<file path="src/rtl/core_pkg.sv">
// Shared definitions for the fetch-stage PC generator and its helpers.
// Holds the default address width, reset vector and the BOOT/RUN state type.
package core_pkg;

  localparam int XLEN_DEFAULT = 32;
  localparam logic [31:0] RESET_VECTOR_DEFAULT = 32'h0000_0000;

  typedef enum logic {
    ST_BOOT,
    ST_RUN
  } state_t;

endpackage

</file>
<file path="src/rtl/redir_arb.sv">
// Fixed-priority redirect arbiter; source 0 has the highest priority.
// Purely combinational: reports a hit, the winning target and the winner index.
module redir_arb
  import core_pkg::*;
#(
  parameter int NUM_SRC = 4,
  parameter int XLEN    = XLEN_DEFAULT,
  parameter int IDX_W   = (NUM_SRC > 1) ? $clog2(NUM_SRC) : 1
) (
  input  logic [NUM_SRC-1:0]      valid,
  input  logic [NUM_SRC*XLEN-1:0] target,
  output logic                    hit,
  output logic [XLEN-1:0]         win_target,
  output logic [IDX_W-1:0]        win_idx
);

  // Scanning from the top down lets the lowest asserted index overwrite the rest.
  always_comb begin
    hit        = 1'b0;
    win_target = '0;
    win_idx    = '0;
    for (int i = NUM_SRC - 1; i >= 0; i--) begin
      if (valid[i]) begin
        hit        = 1'b1;
        win_target = target[i*XLEN +: XLEN];
        win_idx    = IDX_W'(i);
      end
    end
  end

endmodule

</file>
<file path="src/rtl/pc_next_unit.sv">
// Fetch-stage program-counter generator: sequential advance, prioritised redirects,
// stall-time redirect latching and misaligned-target rejection.
module pc_next_unit
  import core_pkg::*;
#(
  parameter int               XLEN         = XLEN_DEFAULT,
  parameter int               NUM_SRC      = 4,
  parameter logic [XLEN-1:0]  RESET_VECTOR = XLEN'(RESET_VECTOR_DEFAULT),
  parameter int               INC          = 4,
  parameter int               ALIGN_BITS   = 2
) (
  input  logic                    clk,
  input  logic                    rst_n,
  input  logic [NUM_SRC-1:0]      redir_valid,
  input  logic [NUM_SRC*XLEN-1:0] redir_target,
  input  logic                    fetch_ready,
  output logic [XLEN-1:0]         pc,
  output logic                    pc_valid,
  output logic [XLEN-1:0]         pc_inc,
  output logic                    redir_pending,
  output logic                    misalign,
  output logic [XLEN-1:0]         misalign_addr
);

  localparam int IDX_W = (NUM_SRC > 1) ? $clog2(NUM_SRC) : 1;
  // A zero ALIGN_BITS yields an all-zero mask, which disables the check.
  localparam logic [XLEN-1:0] ALIGN_MASK = (XLEN'(1) << ALIGN_BITS) - XLEN'(1);

  state_t state_q, state_d;

  logic            hit;
  logic [XLEN-1:0] win_target;
  logic [IDX_W-1:0] win_idx;
  logic            aligned, good_hit, bad_hit, accept;
  logic [XLEN-1:0] pend_target;

  redir_arb #(
    .NUM_SRC (NUM_SRC),
    .XLEN    (XLEN),
    .IDX_W   (IDX_W)
  ) u_arb (
    .valid      (redir_valid),
    .target     (redir_target),
    .hit        (hit),
    .win_target (win_target),
    .win_idx    (win_idx)
  );

  assign aligned  = ~|(win_target & ALIGN_MASK);
  assign good_hit = hit & aligned;
  assign bad_hit  = hit & ~aligned;
  assign pc_valid = (state_q == ST_RUN);
  assign accept   = pc_valid & fetch_ready;
  assign pc_inc   = pc + XLEN'(INC);

  always_ff @(posedge clk or negedge rst_n) begin
    if (!rst_n) state_q <= ST_BOOT;
    else        state_q <= state_d;
  end

  always_comb begin
    state_d = state_q;
    if (state_q == ST_BOOT) state_d = ST_RUN;
  end

  // A fresh aligned redirect supersedes any pending one, whether accepted or latched.
  always_ff @(posedge clk or negedge rst_n) begin
    if (!rst_n) begin
      pc            <= RESET_VECTOR;
      pend_target   <= '0;
      redir_pending <= 1'b0;
    end else if (accept) begin
      if (good_hit) begin
        pc            <= win_target;
        redir_pending <= 1'b0;
      end else if (redir_pending) begin
        pc            <= pend_target;
        redir_pending <= 1'b0;
      end else begin
        pc <= pc_inc;
      end
    end else if (good_hit) begin
      pend_target   <= win_target;
      redir_pending <= 1'b1;
    end
  end

  always_ff @(posedge clk or negedge rst_n) begin
    if (!rst_n) begin
      misalign      <= 1'b0;
      misalign_addr <= '0;
    end else begin
      misalign <= bad_hit;
      if (bad_hit) misalign_addr <= win_target;
    end
  end

endmodule

</file>
<file path="config.mk">
export PLATFORM = sky130hd
export DESIGN_NAME = pc_next_unit
export DESIGN_NICKNAME = d
export VERILOG_FILES = /design/src/rtl/core_pkg.sv /design/src/rtl/redir_arb.sv /design/src/rtl/pc_next_unit.sv
export SDC_FILE = /design/constraint.sdc
export NUM_CORES = 1
export LEC_CHECK = 0
export ABC_AREA = 1
export CORE_ASPECT_RATIO = 0.7
export CORE_MARGIN = 4
export CORE_UTILIZATION = 46
export CTS_BUF_LIST = sky130_fd_sc_hd__clkbuf_16
export CTS_CLUSTER_DIAMETER = 30
export CTS_CLUSTER_SIZE = 40
export DETAILED_ROUTE_END_ITERATION = 7
export PLACE_DENSITY = 0.91
export SYNTH_ARGS = -nofsm -noshare
export SYNTH_HDL_FRONTEND = slang
export SYNTH_HIERARCHICAL = 1
export SYNTH_SLANG_ARGS = --single-unit
</file>
<file path="constraint.sdc">
create_clock -name clk -period 1.8 [get_ports clk]
set_input_delay 0.36 -clock clk [delete_from_list [all_inputs] [get_ports clk]]
set_output_delay 0.36 -clock clk [all_outputs]
set_load 0.03 [all_outputs]
</file>
## Yosys cells after proc, flatten, opt, wreduce, memory -nomap -nowiden

Index checks and enable logic that the tools add are counted.

| word-level totals | value |
|---|---|
| register bits | 99 |
| bits in latches | 0 |
| memory bits (writable) | 0 |
| memory bits (read-only) | 0 |
| input bits | 135 |
| output and inout bits | 99 |
| logic and storage cells | 27 |
| memories | 0 |

| operators by class | value |
|---|---|
| add/sub/neg operators | 1 |
| multipliers | 0 |
| divide/modulo/power cells | 0 |
| $lt $le $gt $ge | 0 |
| equality and inequality tests | 0 |
| shifts and indexed selects | 0 |
| multiplexer cells | 12 |
| bitwise logic cells | 4 |
| reductions and logical operators | 4 |

Operators with widths:

| operator | count |
|---|---|
| two-way mux 32 bit | 6 |
| adder 32 x 3 -> 32 bit (second input constant) | 1 |
| two-way mux 1 bit | 6 |
| bitwise AND 1 bit | 3 |
| AND reduction 2 bit | 1 |
| nonzero test 2 bit | 1 |
| OR reduction 2 bit | 1 |
| logical NOT 1 bit | 1 |
| NOT 1 bit | 1 |

## Longest topological paths before layout

| depth | value |
|---|---|
| word-level depth | 9 |
| mapped depth | 13 |

## Cells and area by module

The synthesis kept the hierarchy.

By module, submodules not included:

| module | times used | cells each | area each (sq um) | seq. area each (sq um) |
|---|---|---|---|---|
| pc_next_unit | 1 | 737 | 5323.9 | 2477.4 |
| redir_arb | 1 | 289 | 1431.4 | 0.0 |

## Worst setup path after synthesis

OpenSTA, ideal clock, no wires.

| timing path | value |
|---|---|
| kind | reg-to-output |
| start | register pc[2] |
| end | output port pc_inc[21] |
| arrival time | 1607 ps |
| path slack | -167 ps |
| stages on the path, launching flop included | 8 |
| path buffers | 0 |
| path through | dfrtp_1 -> inv_1 -> nor2_4 -> nand2_4 -> nor2_8 -> nand2_1 -> nand2_1 -> nand2_1 |

| between the ends | value |
|---|---|
| word-level cells in the longest chain between the ends | 1 |

Ends and longest elaborated chain:

| item | line | text |
|---|---|---|
| start: declaration | pc_next_unit.sv:17 | `output logic [XLEN-1:0] pc,` |
| start signal: assignment | pc_next_unit.sv:74 | `pc <= win_target;` |
| start signal: assignment | pc_next_unit.sv:77 | `pc <= pend_target;` |
| start signal: assignment | pc_next_unit.sv:80 | `pc <= pc_inc;` |
| adder 32 x 3 -> 32 bit | pc_next_unit.sv:54 | `assign pc_inc = pc + XLEN'(INC);` |
| end: declaration | pc_next_unit.sv:19 | `output logic [XLEN-1:0] pc_inc,` |

Every way passes these cells.

## Worst setup path after layout

| timing path | value |
|---|---|
| start | register pc[2] |
| end | output port pc_inc[12] |

The elaborated chain is that of the path after synthesis.

==> flow_results.org <==
** Worst hold path
- Count of cells along the worst hold path :: 2
- Worst hold path class :: flop to flop

** Job
- Max-cap viol count :: 0

** STA
- Worst-case hold slack :: 485 ps
- Worst Clk Skew :: 7.73 ps
- The final number of max-transition violations is 0.
- In the post-route analysis, the smallest setup slack over all paths is -435 ps.
- For the finished layout, the period the worst path requires is 2240 ps.
- Pin slew with the least headroom to its limit :: 508 ps
- Static timing analysis puts the maximum clock frequency at 447 MHz.
- The worst pin sits at a relative slew slack of 66.1%.
- Setup violations remaining at the end of the flow were counted as 31.
- Setup repair after global routing could not meet its margin everywhere.
- The final critical path takes up 124% of the cycle.
- Final-report hold violation count :: 0

** Clocking
- No sink is reached through more buffers than the 2 on the longest clock path.
- Counting every sink on the clock net gives 99.
- Clock-pin transition on the worst setup and hold timing paths :: 70 ps
- In this run the number of H-tree levels came out at 3.
- The tree is rooted in a clkbuf_16.
- Clock tree from TritonCTS :: yes
- The number of clock buffers added by TritonCTS is 9.
- Latest clock arrival within the worst-skew pair :: 350 ps

** Global route
- Across every metal layer, demand over resource in global routing totals 29.0%.
- Global-route wire length before repair :: 38.7 mm
- The via count of the first global-routing pass was 7769.
- The initial antenna violation count was 0.
- Grt ovf :: 0
- Entering global routing, the biggest net connects 48 pins.

** Final layout
- After routing the design area is 10800 µm².
- The final layout contains 1459 nets.
- Counting the fill cells in the layout gives 1003.
- Fraction of layout instances using a drive strength above 1 :: 23.9%
- From synthesis to final layout, the design area changed by 60.8%.
- 0 antenna diodes ended up in the layout.

** Drt
- For this block, the via count after detailed routing is 8211.
- Mean number of vias per cell :: 5.41
- Pre-antenna DRT Iters :: 5
- Iteration-0 DRC Markers :: 779
- WL per Instance :: 17.3 µm
- Remaining routing DRC violations :: 0
- The routed design has 26.2 mm of wire.
- Antenna-violating nets left :: 0

** Floorplan
- For this configuration, the core starts out at a cell density of 47.7%.
- Area of the core region :: 14100 µm²
- Die boundary width :: 153 µm
- 234 I/O pins were placed.
- After floorplanning, the core was divided into 36 placement rows.
- The die covers 16700 µm².
- Die outline height :: 109 µm

** Yosys
- The number of nets in the synthesized netlist is 1159.
- Avg Inst Size Synth :: 6.59 µm²
- Number of warnings issued by yosys :: 6
- Synthesis produced 1023 cells.
- After synthesis the cells add up to 6740 µm².

** Worst setup path
- At the worst endpoint, the required time is 1440 ps.
- The slowest stage of the critical path belongs to the cell dfrtp_2.
- Cell type group with the largest total delay on the critical path :: simple AND/OR/NAND/NOR gates
- Counting buffers and inverters, the worst setup path is 10 cells deep.
- Number of cell instances on the worst register-to-register path :: 13
- Cell with the most instances on the worst path :: nand2_4
- Crit path max fanout :: 5
- Critical path data arrival time :: 1880 ps
- The worst setup path is captured at a primary output.
- Type of the worst setup path :: flop to primary output
- Critical Path Source Type :: flop
- On the worst path, the slowest cell contributes a delay of 400 ps.
- Walking the worst path, the cells encountered are ha_4 -> nand2_4 -> nor2_4 -> nand2_4 -> buf_4 -> buf_6 -> nor2_1 -> nand2_1 -> nand2_2 -> buf_12.
- Buf/Inv on CP :: 3

** Pwr
- In this run the power density over the cells is 978 nW/µm².
- Across the VDD grid, the largest voltage drop is 0.000634 V.
- Summing internal, switching and leakage power gives 10.6 mW.
- Static Leakage :: 5.30 nW

** Place
- The congestion estimate from routability-driven global placement came to 0.939.
- IO Port Bufs :: 233
- Post-DP HPWL :: 18.0 mm
- Post-Place Cell Area :: 9640 µm²

** Status
- The flow ran to the end, but the final reports show violations.
- Failing checks :: setup timing
metal layers:
layer,up-vias,wire [µm],track usage [%]
met5,-,0,0
met1,3824,9960,36.4
met2,513,12900,50.9
met3,72,2730,6.90
met4,0,690,7.63
li1,3802,-,-
per-stage QoR:
step / utilization (%) / TNS (ps) / std cells / setup slack [ps]
detailed placement: 68.1 / -37460 / 1458 / -497
floorplan: - / -2.20 / 1023 / -2.20
global route: 76.6 / -12340 / 1518 / -525
CTS: 73.7 / -8510 / 1504 / -404
finish: 76.6 / -9680 / 1518 / -435
global placement: 68.1 / -32170 / 1458 / -406
where the power goes:
part | internal (mW) | switching (mW) | total, mW
logic | 2.29 | 3.10 | 5.39
registers | 2.68 | 0.423 | 3.10
clock network | 1.23 | 0.887 | 2.12
layout make-up:
class                      instances  area [µm²]  share of cell area [%]
clock buffer                       9         225                    2.08
inverter                          97         387                    3.57
timing repair buffer             346        3530                    32.5
tap                              190         238                    2.19
clock inverter                     7        98.8                   0.912
multi-input combinational        770        3880                    35.8
sequential                        99        2490                    23.0
path summary, 6_finish.rpt:
check	start	to	slack, ps
max	pc[2]$_DFFE_PN0P_	pc_inc[12]	-440
min	pend_target[0]$_DFFE_PN0P_	pend_target[0]$_DFFE_PN0P_	490
max reg2reg	pc[2]$_DFFE_PN0P_	pc[8]$_DFFE_PN0P_	-180
min reg2reg	pend_target[0]$_DFFE_PN0P_	pend_target[0]$_DFFE_PN0P_	490
max in group asynchronous	rst_n	pc[21]$_DFFE_PN0P_	670
min in group asynchronous	rst_n	pc_valid$_DFF_PN0_	510
worst reg2reg max path: stages, from the launching register on:
cell and delay (ps):
dfrtp_2 430, ha_4 180, buf_4 130, buf_6 120
nand3_2 120, nor2_2 60, xor2_2 150, buf_4 130
buf_4 120, buf_4 120, buf_4 120, nand2_1 50
a21oi_1 60, a21oi_1 110
placed cells by master, fill, tap and decap left out, drive strengths merged, types with 2 or more instances in the layout:
cell type,n
a21oi,59
a31oi,4
buf,142
bufinv,2
clkbuf,11
clkdlybuf4s50,151
clkinv,2
dfrtp,99
dlygate4sd2,41
dlymetal6s2s,9
inv,99
nand2,326
nand3,70
nand4,2
nor2,195
o211ai,3
o21ai,97
o22ai,3
xnor2,2
xor2,5
what timing repair did:
action / CTS / global route
gates resized for setup: 107 / 96
gates cloned: 5 / 0
pin swaps: 25 / 39
setup endpoints to repair: 131 / 130
hold buffers: 1 / 0
endpoints found under the hold margin: 30 / 0
buffers inserted: 24 / 16
sequential cells by signal, summed over array words and instances, names as in the netlist:
signal / count
redir_pending: 1
pc_valid: 1
pend_target: 32
misalign: 1
misalign_addr: 32
pc: 32
No activity file was read; power rests on OpenSTA's default activity.
